## src/rtl/db_front_arb.sv

```systemverilog
// Multi-channel key front-end: round-robin arbitration, two-stage fold-hash pipeline, in-order response routing.
// Optional per-channel saturating request/hit counters are enabled by defining DB_FRONT_STATS_EN.
module db_front_arb #(
    parameter int NUM_CH    = 4,
    parameter int KEY_SIZE  = 96,
    parameter int HASH_SIZE = 32,
    parameter int FLAG_SIZE = 4,
    parameter int MAX_OUTST = 8,
    localparam int CH_W     = (NUM_CH > 1) ? $clog2(NUM_CH) : 1,
    localparam int CNT_W    = $clog2(MAX_OUTST) + 1
) (
    input  logic                        clk,
    input  logic                        rst,
    input  logic [NUM_CH*KEY_SIZE-1:0]  in_key,
    input  logic [NUM_CH*FLAG_SIZE-1:0] in_flag,
    input  logic [NUM_CH-1:0]           in_valid,
    output logic [NUM_CH-1:0]           in_ready,
    output logic                        req_valid,
    input  logic                        req_ready,
    output logic [KEY_SIZE-1:0]         req_key,
    output logic [HASH_SIZE-1:0]        req_hash,
    output logic [FLAG_SIZE-1:0]        req_op,
    output logic [CH_W-1:0]             req_ch,
    input  logic                        resp_valid,
    input  logic [FLAG_SIZE-1:0]        resp_flag,
    output logic [NUM_CH-1:0]           out_valid,
    output logic [NUM_CH*FLAG_SIZE-1:0] out_flag,
    output logic [CNT_W-1:0]            outst_cnt,
    output logic                        err_orphan
`ifdef DB_FRONT_STATS_EN
    ,
    output logic [NUM_CH*32-1:0]        stat_req,
    output logic [NUM_CH*32-1:0]        stat_hit
`endif
);

    localparam int AW     = $clog2(MAX_OUTST);
    localparam int NSLICE = KEY_SIZE / HASH_SIZE;

    logic [CH_W-1:0]      rr_ptr;
    logic                 grant_found;
    logic [CH_W-1:0]      grant_idx;
    logic                 s0_valid;
    logic [KEY_SIZE-1:0]  s0_key;
    logic [FLAG_SIZE-1:0] s0_op;
    logic [CH_W-1:0]      s0_ch;
    logic [HASH_SIZE-1:0] s0_hash;
    logic                 s1_take;
    logic                 s0_take;
    logic                 s0_free;
    logic [CNT_W:0]       load;
    logic                 room;
    logic                 in_xfer;
    logic [CH_W-1:0]      route_mem [MAX_OUTST];
    logic [AW:0]          wr_ptr;
    logic [AW:0]          rd_ptr;
    logic                 fifo_empty;
    logic                 push;
    logic                 pop;
    logic [CH_W-1:0]      head_ch;

    // Search from the pointer upward first, then wrap to index 0.
    always_comb begin
        grant_found = 1'b0;
        grant_idx   = '0;
        for (int i = 0; i < NUM_CH; i++) begin
            if (!grant_found && in_valid[i] && i >= int'(rr_ptr)) begin
                grant_found = 1'b1;
                grant_idx   = CH_W'(i);
            end
        end
        for (int i = 0; i < NUM_CH; i++) begin
            if (!grant_found && in_valid[i]) begin
                grant_found = 1'b1;
                grant_idx   = CH_W'(i);
            end
        end
    end

    // valid/ready: a beat moves on a cycle where both are high; once valid is raised,
    // it and its payload hold steady until ready is seen.
    assign s1_take = !req_valid || req_ready;
    assign s0_take = s0_valid && s1_take;
    assign s0_free = !s0_valid || s1_take;
    assign load    = {1'b0, outst_cnt} + {{CNT_W{1'b0}}, s0_valid} + {{CNT_W{1'b0}}, req_valid};
    assign room    = load < (CNT_W+1)'(MAX_OUTST);
    assign in_xfer = !rst && grant_found && s0_free && room;

    always_comb begin
        in_ready = '0;
        if (in_xfer) in_ready[grant_idx] = 1'b1;
    end

    always_comb begin
        s0_hash = '0;
        for (int i = 0; i < NSLICE; i++) s0_hash = s0_hash ^ s0_key[i*HASH_SIZE +: HASH_SIZE];
    end

    always_ff @(posedge clk or posedge rst) begin
        if (rst) begin
            rr_ptr   <= '0;
            s0_valid <= 1'b0;
            s0_key   <= '0;
            s0_op    <= '0;
            s0_ch    <= '0;
        end else begin
            if (in_xfer) begin
                rr_ptr   <= (int'(grant_idx) == NUM_CH - 1) ? '0 : grant_idx + 1'b1;
                s0_valid <= 1'b1;
                s0_key   <= in_key[grant_idx*KEY_SIZE +: KEY_SIZE];
                s0_op    <= in_flag[grant_idx*FLAG_SIZE +: FLAG_SIZE];
                s0_ch    <= grant_idx;
            end else if (s0_take) begin
                s0_valid <= 1'b0;
            end
        end
    end

    always_ff @(posedge clk or posedge rst) begin
        if (rst) begin
            req_valid <= 1'b0;
            req_key   <= '0;
            req_hash  <= '0;
            req_op    <= '0;
            req_ch    <= '0;
        end else begin
            if (s0_take) begin
                req_valid <= 1'b1;
                req_key   <= s0_key;
                req_hash  <= s0_hash;
                req_op    <= s0_op;
                req_ch    <= s0_ch;
            end else if (req_ready) begin
                req_valid <= 1'b0;
            end
        end
    end

    // Route FIFO: the extra pointer bit separates full from empty.
    assign push       = req_valid && req_ready;
    assign fifo_empty = (wr_ptr == rd_ptr);
    assign pop        = resp_valid && !fifo_empty;
    assign head_ch    = route_mem[rd_ptr[AW-1:0]];

    always_ff @(posedge clk) begin
        if (push) route_mem[wr_ptr[AW-1:0]] <= req_ch;
    end

    always_ff @(posedge clk or posedge rst) begin
        if (rst) begin
            wr_ptr     <= '0;
            rd_ptr     <= '0;
            outst_cnt  <= '0;
            out_valid  <= '0;
            out_flag   <= '0;
            err_orphan <= 1'b0;
        end else begin
            out_valid <= '0;
            if (push) wr_ptr <= wr_ptr + 1'b1;
            if (pop) begin
                rd_ptr                                  <= rd_ptr + 1'b1;
                out_valid[head_ch]                      <= 1'b1;
                out_flag[head_ch*FLAG_SIZE +: FLAG_SIZE] <= resp_flag;
            end
            if (resp_valid && fifo_empty) err_orphan <= 1'b1;
            case ({push, pop})
                2'b10:   outst_cnt <= outst_cnt + 1'b1;
                2'b01:   outst_cnt <= outst_cnt - 1'b1;
                default: outst_cnt <= outst_cnt;
            endcase
        end
    end

`ifdef DB_FRONT_STATS_EN
    always_ff @(posedge clk or posedge rst) begin
        if (rst) begin
            stat_req <= '0;
            stat_hit <= '0;
        end else begin
            for (int c = 0; c < NUM_CH; c++) begin
                if (in_xfer && grant_idx == CH_W'(c) && stat_req[c*32 +: 32] != 32'hFFFF_FFFF)
                    stat_req[c*32 +: 32] <= stat_req[c*32 +: 32] + 32'd1;
                if (pop && head_ch == CH_W'(c) && resp_flag == FLAG_SIZE'(3)
                    && stat_hit[c*32 +: 32] != 32'hFFFF_FFFF)
                    stat_hit[c*32 +: 32] <= stat_hit[c*32 +: 32] + 32'd1;
            end
        end
    end
`endif

endmodule
```

## config.mk

```make
export PLATFORM = sky130hd
export DESIGN_NAME = db_front_arb
export DESIGN_NICKNAME = d
export VERILOG_FILES = /design/src/rtl/db_front_arb.sv
export SDC_FILE = /design/constraint.sdc
export NUM_CORES = 1
export LEC_CHECK = 0
export CORE_AREA = 2 2 244 246
export CTS_CLUSTER_SIZE = 14
export DETAILED_ROUTE_END_ITERATION = 6
export DIE_AREA = 0 0 246 248
export PLACE_DENSITY = 0.6
export SYNTH_ARGS = -nofsm -noshare
export SYNTH_HDL_FRONTEND = slang
export SYNTH_SLANG_ARGS = --single-unit
```

## constraint.sdc

```tcl
create_clock -name clk -period 8 [get_ports clk]
set_clock_uncertainty 0.2 [all_clocks]
set_input_delay 0.8 -clock clk [delete_from_list [all_inputs] [get_ports clk]]
set_output_delay 0.8 -clock clk [all_outputs]
set_load 0.005 [all_outputs]
```

==> Word level (Yosys, flattened, before mapping) <==
Memory sizes are Yosys's and may differ from the RTL's.
Cells that the tools add are included.
{ "word_totals": {"regBits": 273, "latchBits": 0, "ram_bits": 16, "mem_bits_ro": 0, "input_bits": 412, "out_inout_bits": 164, "word_cells": 109, "memories": 1} }
{ "memory_table": {"columns": ["memory", "depth", "word_bits", "read_ports", "rd_ports_with_merged_regs", "write_ports", "line_no", "rtl"], "rows": [
  ["route_mem", 8, 2, 1, 0, 1, "54", "logic [CH_W-1:0] route_mem [MAX_OUTST];"]
]} }
{ "op_classes": {"addsub": 8, "multipliers": 1, "div": 0, "n_lt_le_gt_ge": 8, "n_eq_ne": 4, "n_shift": 4, "muxes": 30, "bitwise": 2, "n_reduce_logical": 35} }
{ "op_table": {"columns": ["op", "n"], "rows": [
  ["384-bit by 10-bit indexed part select with 96-bit output", 1],
  ["32-bit bitwise XOR", 2],
  ["4-bit negation with 34-bit output", 1],
  ["4-bit by 34-bit variable shift with 16-bit output (first input constant)", 1],
  ["4-bit by 34-bit indexed part select with 16-bit output", 1],
  ["1-bit logical AND", 19],
  ["1-bit 2-to-1 mux", 17],
  ["16-bit bitwise mux", 1],
  ["16-bit by 5-bit indexed part select with 4-bit output", 1],
  ["2-bit 2-to-1 mux", 7],
  ["4-bit by 1-bit adder with 4-bit output (second input constant)", 3],
  ["1-bit logical NOT", 11],
  ["4-bit 2-to-1 mux", 2],
  ["4-bit one-hot mux with 2 select lines", 1],
  ["2-bit by 3-bit < comparator with 1-bit output (second input constant)", 2],
  ["2-bit nonzero test", 3],
  ["4-bit by 1-bit adder with 5-bit output", 1],
  ["5-bit by 1-bit adder with 5-bit output", 1],
  ["5-bit by 4-bit < comparator with 1-bit output (second input constant)", 1],
  ["1-bit demux with 2-bit select", 2],
  ["2-bit by 1-bit == test with 1-bit output (second input constant)", 2],
  ["4-bit == test", 1],
  ["1-bit by 2-bit >= comparator with 1-bit output (first input constant)", 2],
  ["2-bit by 1-bit >= comparator with 1-bit output (second input constant)", 2],
  ["6 further kinds", 7]
]} }

==> Depth between registers and ports, before layout <==
Gate-level depths: netlist of the first run.
{ "logic_depth": {"word_depth": 31, "mapped_depth": 11} }

==> Least setup slack after synthesis of the first run <==
No wires, ideal clock.
{ "synth_path": {"kind": "input-to-output", "startpoint": "in in_valid[1]", "endpoint": "out in_ready[1]", "arrival_ps": 2214, "t_required_ps": 7000, "setup_slack_ps": 4786, "stages": 8, "path_buffers": 2, "path_cell_list": "a21boi_0 > o22a_1 > nand2_1 > clkbuf_1 > clkbuf_1 > inv_1 > ha_1 > and3_1"} }
{ "synth_via": {"elab_chain_cells": 27} }
{ "synth_rtl": {"columns": ["item", "line_no", "rtl"], "rows": [
  ["from (decl)", "16", "input logic [NUM_CH-1:0] in_valid,"],
  ["1-bit logical AND (2 in series)", "67", "if (!grant_found && in_valid[i] && i >= int'(rr_ptr)) begin"],
  ["1-bit 2-to-1 mux", "67", null],
  ["1-bit logical NOT", "67", null],
  ["1-bit logical AND (2 in series)", "67", null],
  ["1-bit 2-to-1 mux", "67", null],
  ["1-bit logical NOT", "67", null],
  ["1-bit logical AND", "67", null],
  ["1-bit 2-to-1 mux", "67", null],
  ["(+10 left out)", null, null],
  ["1-bit logical AND", "73", "if (!grant_found && in_valid[i]) begin"],
  ["2-bit 2-to-1 mux (*)", "73", null],
  ["via grant_idx[0]", "42", "logic [CH_W-1:0] grant_idx;"],
  ["2-bit by 3-bit < comparator with 1-bit output (not written as such) / 2-bit by 1-bit >= comparator with 1-bit output (equally long branches)", "91", "if (in_xfer) in_ready[grant_idx] = 1'b1;"],
  ["1-bit logical AND (not written as such)", "91", null],
  ["1-bit 2-to-1 mux (not written as such)", "91", null],
  ["1-bit demux with 2-bit select (*)", "91", null],
  ["4-bit 2-to-1 mux (*)", "91", null],
  ["to (decl)", "17", "output logic [NUM_CH-1:0] in_ready,"]
]} }
Mark *: on every way through the listed nets, which the timed path passes. The rest lies on a longest branch.

==> Worst setup path after layout of the first run <==
{ "layout_path": {"startpoint": "in in_valid[2]", "endpoint": "out in_ready[1]"} }
{ "layout_via": {"elab_chain_cells": 23} }
{ "layout_rtl": {"columns": ["item", "line_no"], "rows": [
  ["1-bit logical AND (2 in series)", "67"],
  ["1-bit 2-to-1 mux", "67"],
  ["1-bit logical NOT", "67"],
  ["1-bit logical AND", "67"],
  ["1-bit 2-to-1 mux", "67"],
  ["1-bit logical NOT", "73"],
  ["1-bit logical AND", "73"],
  ["1-bit 2-to-1 mux", "73"],
  ["(+6 left out)", null],
  ["1-bit logical NOT", "73"],
  ["1-bit logical AND", "73"],
  ["2-bit 2-to-1 mux", "73"],
  ["2-bit by 3-bit < comparator with 1-bit output (not written as such) / 2-bit by 1-bit >= comparator with 1-bit output (equally long branches)", "91"],
  ["1-bit logical AND (not written as such)", "91"],
  ["1-bit 2-to-1 mux (not written as such)", "91"],
  ["1-bit demux with 2-bit select", "91"],
  ["4-bit 2-to-1 mux (*)", "91"]
]} }
Mark *: on every way between the ends. The rest lies on a longest branch, timed or not.

==> results of run 1 <==
[report_power, final]
part	internal, µW	switching [µW]
combinational	1910	1650
sequential	2150	588
clock	981	652
total	5050	2890
[through the flow]
stage	cell area [µm²]	setup WS (ns)	total power, µW	hold WS [ns]
2_1_floorplan	14420	3.391	4646	0.2431
3_3_place_gp	20870	2.653	6319	0.2583
3_5_place_dp	20870	2.568	6393	0.2645
4_1_cts	22060	2.586	8086	0.2781
5_1_grt	22060	2.417	8490	0.2923
6_report	22060	2.543	7934	0.2728
[worst register-to-register path, stage by stage, from the launching register on]
cell      delay [ns]
dfrtp_1         0.45
nand2_1         0.17
a221oi_4        0.24
nor2_4          0.19
buf_4           0.71
buf_4           0.96
mux2i_1         0.50
o221ai_1        0.17
[state kept, by name (all words and copies together) (netlist names), 2 cells and up]
signal,cells
wr_ptr,4
out_valid,4
req_key,96
outst_cnt,4
s0_op,4
req_ch,2
s0_ch,2
req_op,4
rd_ptr,4
rr_ptr,2
out_flag,16
route_mem,16
s0_key,96
req_hash,32
[cell usage in the layout (no fill, tap or decap), drive strengths merged, types with 2 or more instances in the layout]
master         synthesis  layout
mux2i                160     160
clkdlybuf4s50          0     575
nand2b                 5       5
dfrtp                273     273
o221ai                78      78
bufinv                 0       2
nand2                170     170
nor2b                  3       3
edfxtp                16      16
xor2                  36      36
mux2                 104     104
buf                   36      14
o21bai                 2       2
clkinvlp               0       3
a22o                   8       8
and3                   4       4
a21o                  24      24
mux4                   4       4
o21ai                 64      64
nor2                   5       5
nand4                 25      25
nand3                 24      24
nor4                   3       3
clkinv                 0      13
and2                   5       5
xnor2                 42      42
inv                   12      11
ha                    16      16
a21boi                 2       2
clkbuf                58      49
o2111ai               44      44
nor3                   5       5
[path summary, 6_finish.rpt]
check                                  from          end  slack, ns  depth (start not counted)
worst max-delay path            in_valid[2]  in_ready[1]       2.54                          8
worst min-delay path               s0_ch[0]     s0_ch[0]       0.27                          2
worst max register to register    rr_ptr[1]   s0_key[87]       4.24                          7
worst min register to register     s0_ch[0]     s0_ch[0]       0.27                          2
max in group asynchronous               rst   s0_key[61]       5.14                          4
min in group asynchronous               rst    rr_ptr[1]       0.51                          2
[final cells by class]
class,instances,share of cell area
clock inverter,17,0.006918
inverter,12,0.002212
tap,773,0.04384
timing repair buffer,589,0.2656
sequential,289,0.3314
multi-input combinational,843,0.3028
clock buffer,49,0.04724
[cell families (layout without fill, tap and decap cells)]
logic type,Yosys count,after routing
xor+xnor,78,78
fa+ha+maj,17,17
buf+inv,106,667
mux,268,268
flops,289,289
simple gates,251,251
compound gates,229,229
[layer usage]
metal / GRT usage / up-vias / wire, µm
met1: 0.1995 / 6017 / 20920
met4: 0.04688 / 0 / 1162
met3: 0.03255 / 71 / 3470
li1: - / 5640 / -
met2: 0.2916 / 435 / 27100
met5: 0 / - / 0
==> reports/metrics.cfg, run 1 <==
[floorplanning]
initial_utilization = 0.2466
dieWidth_um = 246
die_height_um = 248
core_um2 = 58460
fp-row-count = 89
dieArea_um2 = 61010
io_pins = 576

[sta]
slew_headroom = 0.07596
tns_ns = 0
worst_pin_slew_ns = 1.386
slew_viol_final = 0
finalCriticalPeriod_ns = 5.457
rsz0062_at_grt = no
setup_violations = 0
clock.fmax_mhz = 183.3
fin_crit_sh = 0.6821
hold_viol = 0

[clocking]
cts_tree = yes
h-tree-depth = 2
cts_resized = 0
clock-sinks = 289
numCtsBuffers = 36
cts_hold_buf = 0
cts_setup_buffers = 0
clk_latency_ns = 0.53
clockRootBuffer = clkbuf_16
clock_path_buffers = 3
clkTransAtPathRegs_ns = 0.05

[hold_path]
hold_path_class = reg -> reg

[setup_path]
cp_num_buf_inv = 3
startpoint_type = primary input
path_delay_family = buffers and inverters
cp_cell_sequence = clkdlybuf4s50_1 > nor2b_1 > a221oi_4 > nor2_4 > inv_1 > ha_1 > and3_1 > clkdlybuf4s50_1
crit_arrival_ns = 4.46
required_ns = 7.00
crit_fanout = 25
slowest_delay_ns = 1.02
crit_path_frequent_cell = clkdlybuf4s50_1
worstSetupEndpointType = output port
crit_type = in -> out
crit_slowest_cell = a221oi_4

[synthesis]
synth_compound_area_frac = 0.1216
synthArstFlopShare = 0.9446
synth_fa_ha_area_frac = 0.01527
yosysSeqAreaShare = 0.5071
ys_warn_count = 0
avgSynthCellArea_um2 = 11.65
synth_top_family_by_area = multiplexers
synth-xor-area-share = 0.04738
yosysMostFrequentCell = dfrtp_1
yosys_register_bits = 289
synth_enable_flop_cells = 16
synthTopCellsByArea = dfrtp_1 (47%), mux2i_1 (11%), mux2_2 (8.1%)
postSynthCellCount = 1238
muxShareOfSynthArea = 0.1988
synth_simple_gate_area_share = 0.07758
ys.flop_type = dfrtp_1
netlist_top_cells_count = dfrtp_1 (273), nand2_1 (169), mux2i_1 (159), mux2_2 (104), o221ai_1 (78)
synthesis.nets = 1667
yosysTopAreaCell = dfrtp_1
synth_top_area_frac = 0.4738
ys_types = 47
netlist_area_um2 = 14420

[global_route]
grt_max_degree = 98
grt-ovfl-total = 0
grt_pass1_wl_mm = 76.24
grt_pass1_vias = 12430
grtUsageTotal = 0.1637
grt_antenna_before_repair = 0

[routing]
drt_iter0_markers = 515
drc_errors = 0
routed_wl_mm = 52.65
wl_per_cell_um = 20.47
drtPass1Iterations = 5
vias = 12160
detail-route-antenna-nets = 0
viasPerCell = 4.729

[outcome]
status = finished clean

[run]
drv_cap = 0

[placement]
place_congestion = 0.8000
dp_hpwl_mm = 39.07
io_buffers = 575
dp_cells = 2506

[cells_and_area]
area_growth_pct = 53.02
instances_no_fill = 2572
antenna_cells = 0
multi_input_area_um2 = 6680
fin_util = 0.3774
fill_cells = 5736
finalNetCount = 2200
seqCellArea_um2 = 7312
drive_gt1_frac = 0.1089

[power_and_ir_drop]
peakVddDrop_uv = 162.7
p_per_area_nw_per_um2 = 359.6
p_leak_uw = 0.009217

No activity file was read; power rests on OpenSTA's default activity.
==> run 2, diff against run 1 <==
PLACE_DENSITY = 0.59   (was 0.6)
clock period = 5.6 ns   (was 8 ns; I/O delays follow)
==> run 2 against run 1 <==
Compared with the run above:
- count of clock-buffer cells in the layout increased by 4
- total power increased by 44%
- setup slack got worse by 1.0 ns
==> reports/metrics.cfg, run 2 (synthesis results as in run 1) <==
[global_route]
grt_pass1_vias = 12470
grt-ovfl-total = 0
gr-max-usage-layer = met2
gr-usage-met2 = 0.2949
grt_antenna_before_repair = 3
use_met1 = 0.2011
grtUsageTotal = 0.1674
grt_max_degree = 123
grt_pass1_wl_mm = 77.78
grt_util_met3 = 0.03914

[power_and_ir_drop]
p_per_area_nw_per_um2 = 515.5
internal_power_uw = 7268
p_leak_uw = 0.009256
comb_power_share = 0.448
pwr-share-clk = 0.210
swShare = 0.3646
p_sw_uw = 4171
peakVddDrop_uv = 261.4
seqPwrFrac = 0.343

[run]
drv_cap = 0

[cells_and_area]
finalNetCount = 2202
seqCellArea_um2 = 7312
final_common_cell = clkdlybuf4s50_1
final_cell_mix = clkdlybuf4s50_1 (575), dfrtp_1 (273), nand2_1 (166)
reg_top3 = req_key x96, s0_key x96, req_hash x32
fill_cells = 5690
design_area_um2 = 22190
area_growth_pct = 53.90
multi_input_area_um2 = 6680
drive_gt1_frac = 0.1084
instances_no_fill = 2573

[clocking]
clock-sinks = 289
cts_setup_buffers = 0
clockRootBuffer = clkbuf_16
clkTransAtPathRegs_ns = 0.05
clock_path_buffers = 3
numCtsBuffers = 37
cts_tree = yes
cts_resized = 0
clk_latency_ns = 0.56
h-tree-depth = 2
cts_hold_buf = 0

[placement]
io_buffers = 575
dp_cells = 2507
dpl_cell_area_um2 = 20950
dp_hpwl_mm = 39.90
pre_cts_ws_ns = 1.569
place_congestion = 0.7894

[setup_path]
crit_fanout = 25
reg2reg_from = req_valid
crit_type = in -> out
worstSetupEndpointType = output port
required_ns = 4.84
crit_start = in_valid[0]
startpoint_type = primary input
crit_arrival_ns = 3.30

[floorplanning]
dieWidth_um = 246
die_height_um = 248
dieArea_um2 = 61010
fp-row-count = 89
core_um2 = 58460
io_pins = 576
initial_utilization = 0.2466

[sta]
hold_viol = 0
setup_violations = 0
finalCriticalPeriod_ns = 4.055
slew_headroom = 0.2854
clock.fmax_mhz = 246.6
rsz0062_at_grt = no
fin_crit_sh = 0.7241
worst_pin_slew_ns = 1.072
slew_viol_final = 0
final_critical_path_setup_slack_ns = 1.545
tns_ns = 0

[outcome]
status = finished clean

[routing]
drt_iter0_markers = 547
routed_wl_mm = 53.38
drc_errors = 0
drtPass1Iterations = 5
detail-route-antenna-nets = 0
vias = 12050
viasPerCell = 4.685
wl_per_cell_um = 20.75

[hold_path]
hold_path_class = reg -> reg
hold_start = req_hash[30]

-- run 2: cell count changes in the layout (fill, tap and decap cells not counted), moves of 2 or more --
cell	before	now
buf_4	14	9
clkbuf_1	6	9
buf_12	0	6
clkinv_2	9	4
clkinv_1	2	0
-- run 2: layout make-up --
| cell class | instances | share of cell area |
|---|---|---|
| diodes | 1 | 0.0001128 |
| clock buffers | 53 | 0.04810 |
| clock inverters | 12 | 0.007612 |
| inverters | 12 | 0.002199 |
| multi-input cells | 843 | 0.3010 |
| flip-flops and latches | 289 | 0.3295 |
| well taps | 773 | 0.04359 |
| repair buffers | 590 | 0.2678 |
-- run 2: per-layer routing --
metal,vias up,part of all wire
met1,5925,0.40
met3,70,0.067
met5,-,0.00051
met2,407,0.51
met4,4,0.025
li1,5648,-
-- run 2: final timing paths --
path	endpoint	slack, ns	depth (start not counted)
max	in_ready[1]	1.54	9
min	req_hash[30]	0.28	2
max reg2reg	s0_key[55]	2.37	7
min reg2reg	req_hash[30]	0.28	2
max in group asynchronous	req_key[72]	4.23	3
min in group asynchronous	s0_valid	0.36	3
-- run 2: worst max-delay path, cell delays in order --
cell and delay, ns:
clkdlybuf4s50_1 0.54, nor2b_1 0.24, o21ba_2 0.55, nor2_4 0.12
inv_1 0.09, buf_4 0.34, ha_1 0.20, and3_1 0.15
clkdlybuf4s50_1 0.50
-- run 2: power groups by stage --
stage                     sequential, µW  combinational, µW  clock, µW
after floorplan                     3670               2960          0
after global placement              3960               5090          0
after detailed placement            3990               5200          0
after CTS                           3960               5230       2490
after global routing                4070               5600       2560
final                               3920               5120       2400
-- run 2: stage by stage --
step           utilization  total power (µW)  hold WS (ns)
3_5_place_dp        0.3584              9190        0.2689
6_report            0.3796             11440        0.2779
4_1_cts             0.3795             11680        0.2819
5_1_grt             0.3796             12240        0.3062
3_3_place_gp        0.3584              9050        0.2565
2_1_floorplan            -              6637        0.2431
==> run 3, diff against run 2 <==
PLACE_DENSITY = 0.6   (was 0.59)
clock period = 3.6 ns   (was 5.6 ns; I/O delays follow)
==> run 3 against run 2 <==
Compared with the run above:
- sequential share of layout area decreased by 0.29 points
- total power is 58% higher
- via count increased by 1.6%
- utilization grew 0.34 points
- count of clock-buffer cells in the layout is 4 lower
- hold slack lost 0.059 ns
- setup slack worse by 1.3 ns
- first-iteration DRC count increased by 5.7%
- critical path depth shrank 4
- critical endpoint unchanged
==> reports/metrics.cfg, run 3 (synthesis results as in run 1) <==
[power_and_ir_drop]
peakVddDrop_uv = 342.3
p_leak_uw = 0.009380
p_per_area_nw_per_um2 = 804.8

[sta]
finalCriticalPeriod_ns = 3.317
slew_headroom = 0.2508
timing.hold.ws_ns = 0.2187
hold_viol = 0
final_critical_path_setup_slack_ns = 0.2830
worst_pin_slew_ns = 1.121
fin_crit_sh = 0.9214
slew_viol_final = 0
rsz0062_at_grt = no
setup_violations = 0
clock.fmax_mhz = 301.5

[cells_and_area]
area_growth_pct = 55.26
final_common_cell = clkdlybuf4s50_1
finalNetCount = 2215
drive_gt1_frac = 0.1160
reg_top3 = req_key x96, s0_key x96, req_hash x32
final_cell_mix = clkdlybuf4s50_1 (575), dfrtp_1 (273), nand2_1 (166)

[clocking]
cts_tree = yes
clock-sinks = 289
cts_hold_buf = 0
clock_path_buffers = 3
numCtsBuffers = 36
clockRootBuffer = clkbuf_16
h-tree-depth = 2
clk_latency_ns = 0.53
cts_setup_buffers = 0
cts_resized = 0
clkTransAtPathRegs_ns = 0.06

[outcome]
status = finished clean

[routing]
detail-route-antenna-nets = 0
routed_wl_mm = 53.36
wl_per_cell_um = 20.64
drc_errors = 0
drtPass1Iterations = 5
vias = 12250
drt_iter0_markers = 578
viasPerCell = 4.739

[setup_path]
slowest_delay_ns = 0.53
startpoint_type = flop
worstSetupEndpointType = output port
crit_slowest_cell = a311oi_4
required_ns = 3.04
cp_cell_sequence = ha_1 > a21o_1 > a311oi_4 > and3_1 > clkdlybuf4s50_1
crit_type = reg -> out
crit_fanout = 7
regToRegSetupSlack_ns = 0.63
crit_arrival_ns = 2.76

[global_route]
grt_max_degree = 97
grt_antenna_before_repair = 1
grt-ovfl-total = 0
grt_pass1_wl_mm = 77.91
grt_pass1_vias = 12780
grtUsageTotal = 0.1674

[placement]
dp_hpwl_mm = 40.45
pre_cts_ws_ns = 0.3807
place_congestion = 0.8641
io_buffers = 575

[floorplanning]
die_height_um = 248
fp-row-count = 89
dieArea_um2 = 61010
initial_utilization = 0.2466
io_pins = 576
core_um2 = 58460
dieWidth_um = 246

[run]
drv_cap = 0

[hold_path]
hold_path_class = in -> reg

run 3: power breakdown:
part | switching [µW] | internal [µW]
clock network | 1430 | 2390
logic | 3750 | 4370
registers | 1300 | 4780
run 3: path summary, 6_finish.rpt:
kind                              startpoint      endpoint  cells past startpoint
worst max-delay path               req_valid   in_ready[1]                      5
worst min-delay path              resp_valid    err_orphan                      3
worst max register to register     req_valid    s0_key[15]                      7
max in group asynchronous                rst    s0_key[69]                      3
min in group asynchronous                rst      s0_op[0]                      2
worst min register to register  req_hash[24]  req_hash[24]                      2
run 3: area by class of cell:
cell class | count | area (µm²)
Fill cell | 5740 | 36080
Sequential cell | 289 | 7312
Multi-Input combinational cell | 843 | 6680
Timing Repair Buffer | 604 | 6123
Clock buffer | 49 | 1042
Tap cell | 773 | 967.2
Clock inverter | 14 | 210.2
Inverter | 12 | 48.80
Antenna cell | 1 | 2.502
run 3: critical path, delay by kind of cell (launching register included):
family                     cells  cell delay [ns]
AOI/OAI and AO/OA              2             0.72
buffers and inverters          1             0.50
DFF                            1             0.45
adders and majority gates      1             0.32
and+or+nand+nor                1             0.25
run 3: layer usage:
layer | share of wire | track usage | vias to the layer above
li1 | - | - | 5667
met1 | 0.40 | 0.2045 | 6044
met2 | 0.51 | 0.2949 | 451
met3 | 0.064 | 0.03125 | 89
met4 | 0.028 | 0.05668 | 0
met5 | 0 | 0 | -
run 3: per-stage QoR:
stage / cells / TNS, ns / instance area, µm² / total power [µW] / utilization
finish: 2585 / 0 / 22390 / 18020 / 0.3829
global route: 2585 / 0 / 22390 / 19260 / 0.3829
CTS: 2584 / 0 / 22380 / 18350 / 0.3829
detailed placement: 2521 / 0 / 21130 / 14400 / 0.3615
floorplan: 1238 / -155.45 / 14420 / 10320 / -
global placement: 2521 / 0 / 21130 / 14190 / 0.3615
